`src/rtl/dispatch_ctrl.sv`:
```
// Dispatch stage: moves one decoded entry per cycle from the instruction queue into a
// single dispatch register and fires it into a reservation station with ROB/free-list allocation.
module dispatch_ctrl #(
  parameter int DATA_WIDTH = 32,
  parameter int NUM_FU     = 4
) (
  input  logic                  clk,
  input  logic                  rst,
  input  logic                  flush,
  input  logic                  iq_is_empty,
  output logic                  iq_dequeue,
  input  logic [DATA_WIDTH-1:0] iq_rdata,
  input  logic                  rob_full,
  input  logic                  rob_empty,
  input  logic [NUM_FU-1:0]     rs_full,
  input  logic                  fl_empty,
  output logic                  disp_valid,
  output logic [DATA_WIDTH-1:0] disp_data,
  output logic [NUM_FU-1:0]     disp_rs_sel,
  output logic                  rob_alloc,
  output logic                  fl_alloc,
  output logic [31:0]           stall_cycles
);

  typedef enum logic [1:0] {
    RUN    = 2'd0,
    DRAIN  = 2'd1,
    SERIAL = 2'd2
  } state_t;

  state_t                state_q, state_d;
  logic                  disp_valid_q, disp_valid_d;
  logic [DATA_WIDTH-1:0] disp_data_q, disp_data_d;
  logic [31:0]           stall_q, stall_d;

  logic [1:0]            fu_sel;
  logic                  has_rd;
  logic                  serialize;
  logic                  ready;
  logic                  permit;
  logic                  fire;
  logic                  deq;
  logic [NUM_FU-1:0]     fu_onehot;

  assign fu_sel    = disp_data_q[1:0];
  assign has_rd    = disp_data_q[2];
  assign serialize = disp_data_q[3];
  assign fu_onehot = {{(NUM_FU-1){1'b0}}, 1'b1} << fu_sel;

  assign ready = !rob_full && !rs_full[fu_sel] && (!has_rd || !fl_empty);

  // Serialize entries wait in DRAIN for an empty ROB; SERIAL blocks the next entry
  // until the serialized instruction has left the ROB.
  always_comb begin
    // NOTE: every output of this block gets a default first so no path leaves it unassigned (no latch).
    permit = 1'b0;
    case (state_q)
      RUN:     permit = !serialize;
      DRAIN:   permit = rob_empty;
      default: permit = 1'b0;
    endcase
  end

  assign fire       = disp_valid_q && ready && permit && !flush;
  assign deq        = !iq_is_empty && !flush && (!disp_valid_q || fire);

  assign iq_dequeue   = deq;
  assign disp_valid   = disp_valid_q;
  assign disp_data    = disp_data_q;
  assign disp_rs_sel  = fire ? fu_onehot : '0;
  assign rob_alloc    = fire;
  assign fl_alloc     = fire && has_rd;
  assign stall_cycles = stall_q;

  always_comb begin
    state_d      = state_q;
    disp_valid_d = disp_valid_q;
    disp_data_d  = disp_data_q;
    stall_d      = stall_q;

    if (deq) begin
      disp_valid_d = 1'b1;
      disp_data_d  = iq_rdata;
    end else if (fire) begin
      disp_valid_d = 1'b0;
    end

    if (disp_valid_q && !fire && !flush && (stall_q != 32'hFFFF_FFFF)) begin
      stall_d = stall_q + 32'd1;
    end

    case (state_q)
      RUN:     if (disp_valid_q && serialize) state_d = DRAIN;
      DRAIN:   if (fire) state_d = SERIAL;
      SERIAL:  if (rob_empty) state_d = RUN;
      default: state_d = RUN;
    endcase

    // Flush wins over capture, fire and any state transition in the same cycle.
    if (flush) begin
      disp_valid_d = 1'b0;
      state_d      = RUN;
    end
  end

  always_ff @(posedge clk) begin
    // NOTE: non-blocking assignments so every register samples pre-edge values.
    if (rst) begin
      state_q      <= RUN;
      disp_valid_q <= 1'b0;
      disp_data_q  <= '0;
      stall_q      <= '0;
    end else begin
      state_q      <= state_d;
      disp_valid_q <= disp_valid_d;
      disp_data_q  <= disp_data_d;
      stall_q      <= stall_d;
    end
  end

endmodule

```
`config.mk`:
```
export PLATFORM = sky130hd
export DESIGN_NAME = dispatch_ctrl
export DESIGN_NICKNAME = d
export VERILOG_FILES = /design/src/rtl/dispatch_ctrl.sv
export SDC_FILE = /design/constraint.sdc
export NUM_CORES = 1
export LEC_CHECK = 0
export BUFFER_PORTS_ARGS = -buffer_cell sky130_fd_sc_hd__buf_4
export CORE_MARGIN = 3
export CORE_UTILIZATION = 25
export DETAILED_ROUTE_END_ITERATION = 6
export GPL_TIMING_DRIVEN = 1
export SYNTH_ARGS = -nofsm -noshare
export SYNTH_HDL_FRONTEND = slang
export SYNTH_SLANG_ARGS = --single-unit
```
`constraint.sdc`:
```
create_clock -name clk -period 6.8 [get_ports clk]
set_clock_uncertainty 0.2 [all_clocks]
set_input_delay 1.02 -clock clk [delete_from_list [all_inputs] [get_ports clk]]
set_output_delay 1.02 -clock clk [all_outputs]
set_load 0.03 [all_outputs]
```
==> results <==
- The run finished with clean final reports.
- The number of vias per cell is a little under 5.
- The most frequent standard cell in the layout excluding fill and tap cells is buf_4.
- The worst voltage drop across the vdd grid is between 100 and 150 uV.
- At the worst endpoint, the arrival time is between 2 and 3 ns.
- Yosys printed 0 warnings.
- In this run the tightest slew margin relative to its limit is between 20% and 30%.
- The overall power after layout is around 0.0010 W.
- The remaining antenna violation count is 0.
- The path type of the worst setup path is in2out.
- For this design the total switching power over the nets is between 0.0002 and 0.00025 W.
- Setup violations remaining at the end of the flow were counted as 0.
- The critical path's most frequent cell is buf_4.
- The initial utilization of the core area, before any placement, comes to about a quarter.
- The slowest stage of the critical path is the mux4_2 cell.
- For this run, the top clock speed supported by timing is about 240 MHz.
- The number of cells on the worst reg-to-reg path is 5.
- After detailed routing, the total wire length is slightly above 9 mm.
- The clock slew seen by the registers of the worst setup and hold paths is about 0.06 ns.
- The placer congestion estimate is about 0.75.
- The TritonCTS sink count is between 60 and 70.
- The shortest period the worst path allows is between 4 and 5 ns.
- The average wire per cell in the routed design is approximately 14 um.
- During I/O placement, the number of pins put on the boundary was about 120.
- The number of instances in the synthesized netlist is between 300 and 400.
- For this run, the slowest stage of the critical path takes 0.46 ns.
- The die covers between 10000 and 15000 um2.
- The clock latency at the later pin of the worst-skew pair is ~0.33 ns.
- The via count is 3205.
- The actual slew at the worst max-slew pin is 1.10 ns.
- The number of hold buffers added after CTS was 0.
- The flop and latch count out of synthesis is 67.
- After detailed routing, the wire length on met1 is between 3 and 4 mm.
- The first global-routing pass estimated ~15 mm of wire.
- The number of design rule violations left after detail routing is 0.
- For this run, the post-layout net count is between 500 and 600.
- Traced cell by cell, the critical path runs through buf_4, mux4_2, or4_4, a21o_4, inv_6, buf_4.
- Setup repair after global routing left no endpoint under its margin.
- The total power divided by cell area is 228 nW/um2.
- The floorplan has 40 rows.
- The highest routing layer actually used is met4.
- The total track usage is approximately an eighth.
- The via count of the first global-routing pass is 3006.
- Summed over all cells, the static leakage comes to 1.69 nW.
- In this run the mean area of a mapped cell was around 8.2 um2.
- The worst setup path is captured at an output port.
- The clock group share of total power is between 50% and 60%.
- The endpoint identified for the worst register-to-register timing path is stall_cycles[15].
- The distinct cell type count of the synthesized netlist is between 40 and 50.
- TritonCTS built the clock tree.
- The final hold violation count is 0.
- The layout cell share with drive strength beyond 1 is between 20 and 30%.
- Once placement finished, the instance area stood at slightly above 4000 um2.
- The sequential element share of the synthesized area is between 40% and 50%.
- The total overflow reported by the global router is 0.
- The worst register-to-register path begins at stall_cycles[10].
- STA puts the critical path data required time at 5.58 ns.
- The non-filler instance count after layout is ~660.
- In the synthesized netlist the dominant register cell turns out to be dfxtp_1.
- The pre-antenna-repair detailed-routing pass consisted of 4 iterations.
- The top fanout value on the critical path is 33.
- Entering global routing, the biggest net connects 76 pins.
- The gate family responsible for the most delay along the worst path is buffers and inverters.
- The half-perimeter wire length of the detailed placement result is 6.39 mm.
- The worst hold path cell count is 2.
- Across all hold checks on the routed design, the worst slack comes to roughly 0.26 ns.
- After layout, the worst path uses 60.5% of the clock period.
- For the final routed database, the setup TNS stands at 0 ns.
- Clock tree synthesis selected as its root buffer the cell clkbuf_16.
- After synthesis the cells add up to about 3200 um2.
- The routed design uses approximately 4.2 mm of met2 wire.
- The proportion of register bits with asynchronous set or reset after synthesis is 0%.
- The number of antenna violations at the first check in global routing is 0.
- The maximum buffer depth of the clock tree is 2.
- The total setup buffers inserted after CTS is 0.
- The floorplan die height is between 100 and 150 um.
- The source of the worst hold timing path is disp_data[15].
- The part of the power in registers is about two fifths.
- The number of H-tree levels is 3.
- The detailed router finished its first iteration with between 200 and 250 violations.
- The total of buffers placed on input and output ports is roughly 110.
- The top cell types in the final layout, fill and taps aside, are 115 x buf_4, 80 x nand2_1, 67 x dfxtp_1.
- The worst setup path is launched from an input pin.
- The die boundary width is 119 um.
- The region available for standard cell placement spans roughly 12000 um2.
- The worst reg-to-reg setup slack is 3.87 ns.
- The number of max-slew violations in the final report came to 0.
- Once the clock tree was built, the resizer swapped 0 gates to a different size.
- The internal power summed over all cells is about 0.00077 W.
- Counting both buffers and inverters, the worst setup path holds a total of 3.
- Of the total power, the share spent switching nets is a little under a quarter.
- The number of filler instances in the final layout is ~1.3k.
- Buffers inserted during clock tree synthesis total 9.
- The path category of the worst min-delay check is reg2reg.
- The end point of the most critical hold path is disp_data[15].
- After detailed placement, the design holds a cell count of between 600 and 700.
- The area growth from synthesis to layout is 39.9%.
- After routing the design area is 4450 um2.
- In this run, synthesis inferred 0 flip-flops with an integrated enable.
- Of the total power, combinational logic draws 9.4%.
- The tool flagged a number of max-cap violations equal to 0.
- 0 antenna diodes ended up in the layout.
- The met3 wire length is about 700 um.
- In this run the number of cells on the critical path is 6.
- The synthesized netlist net count is 433.
==> power groups by stage <==
stage	clock, W	combinational (W)	sequential, W
5_1_grt	0.000537	0.000104	0.000412
2_1_floorplan	0	0.0000382	0.000436
4_1_cts	0.000522	0.0000969	0.000411
3_5_place_dp	0	0.0000968	0.000419
3_3_place_gp	0	0.0000955	0.000419
6_report	0.000508	0.0000958	0.000411
==> layout make-up <==
| cell class | count | area [um2] | area share, % |
|---|---|---|---|
| Multi-Input combinational cell | 294 | 1690 | 37.9 |
| Sequential cell | 67 | 1340 | 30.1 |
| Timing Repair Buffer | 115 | 863 | 19.4 |
| Clock buffer | 10 | 239 | 5.37 |
| Tap cell | 168 | 210 | 4.72 |
| Clock inverter | 6 | 88.8 | 2.00 |
| Inverter | 4 | 20.0 | 0.450 |
==> flip-flops by register name, indices dropped and copies added, names as in the netlist <==
name and cells:
disp_data 32, stall_cycles 32, state_q 2, disp_valid 1
==> cells in the mapped netlist, types with 2 or more instances <==
master,n,share of area (%)
nor2b_1,10,2.0
mux2_2,3,1.1
dfxtp_1,67,42
nor3_1,5,0.79
or3_1,4,0.79
mux2i_1,2,0.63
and4_1,3,0.83
mux2_1,4,1.4
clkbuf_1,11,1.3
nand4_1,8,1.6
o21ba_2,2,0.63
nor2_1,20,2.4
nand2_1,80,9.4
inv_1,3,0.35
o21ai_0,7,1.1
or4_4,2,0.71
and3_1,4,0.79
nand3_1,18,2.8
or4_1,20,4.7
a21oi_1,56,8.8
o31ai_1,19,4.5
nor4_1,5,0.98
or2_2,3,0.59
o31a_1,2,0.55
buf_6,4,1.4
buf_2,8,1.3
==> worst min-delay path, cell delays in order (launching register included) <==
cell     delay [ns]
dfxtp_1        0.31
nand2_1        0.05
a21oi_1        0.05
==> per-layer routing <==
metal,GRT usage (%),up-vias
met3,5.13,11
met4,5.07,0
met1,15.7,1478
li1,-,1621
met2,20.5,95
met5,0,-
==> per-stage QoR <==
step,util (%),setup WS [ns]
global placement,33.8,2.71
detailed placement,33.8,2.68
global route,36.5,2.60
CTS,36.5,2.68
floorplan,-,2.57
finish,36.5,2.69
==> logic make-up (layout without fill, tap and decap cells) <==
| kind of cell | Yosys count | count (layout) | synth area share [%] |
|---|---|---|---|
| DFF | 67 | 67 | 42.2 |
| buffers and inverters | 28 | 135 | 4.84 |
| muxes | 10 | 10 | 3.81 |
| adders and majority gates | 1 | 1 | 0.393 |
| and+or+nand+nor | 189 | 189 | 30.4 |
| AOI/OAI and AO/OA | 94 | 94 | 18.4 |
==> how the worst max path moves through the flow <==
stage / start / to / slack (ns)
detailed placement: rs_full[3] / iq_dequeue / 2.68
CTS: rs_full[3] / iq_dequeue / 2.68
finish: rs_full[3] / iq_dequeue / 2.69
floorplan: rs_full[3] / disp_rs_sel[1] / 2.57
global placement: rs_full[3] / iq_dequeue / 2.71
global route: rs_full[3] / iq_dequeue / 2.60
(Power assumes the default switching activity.)
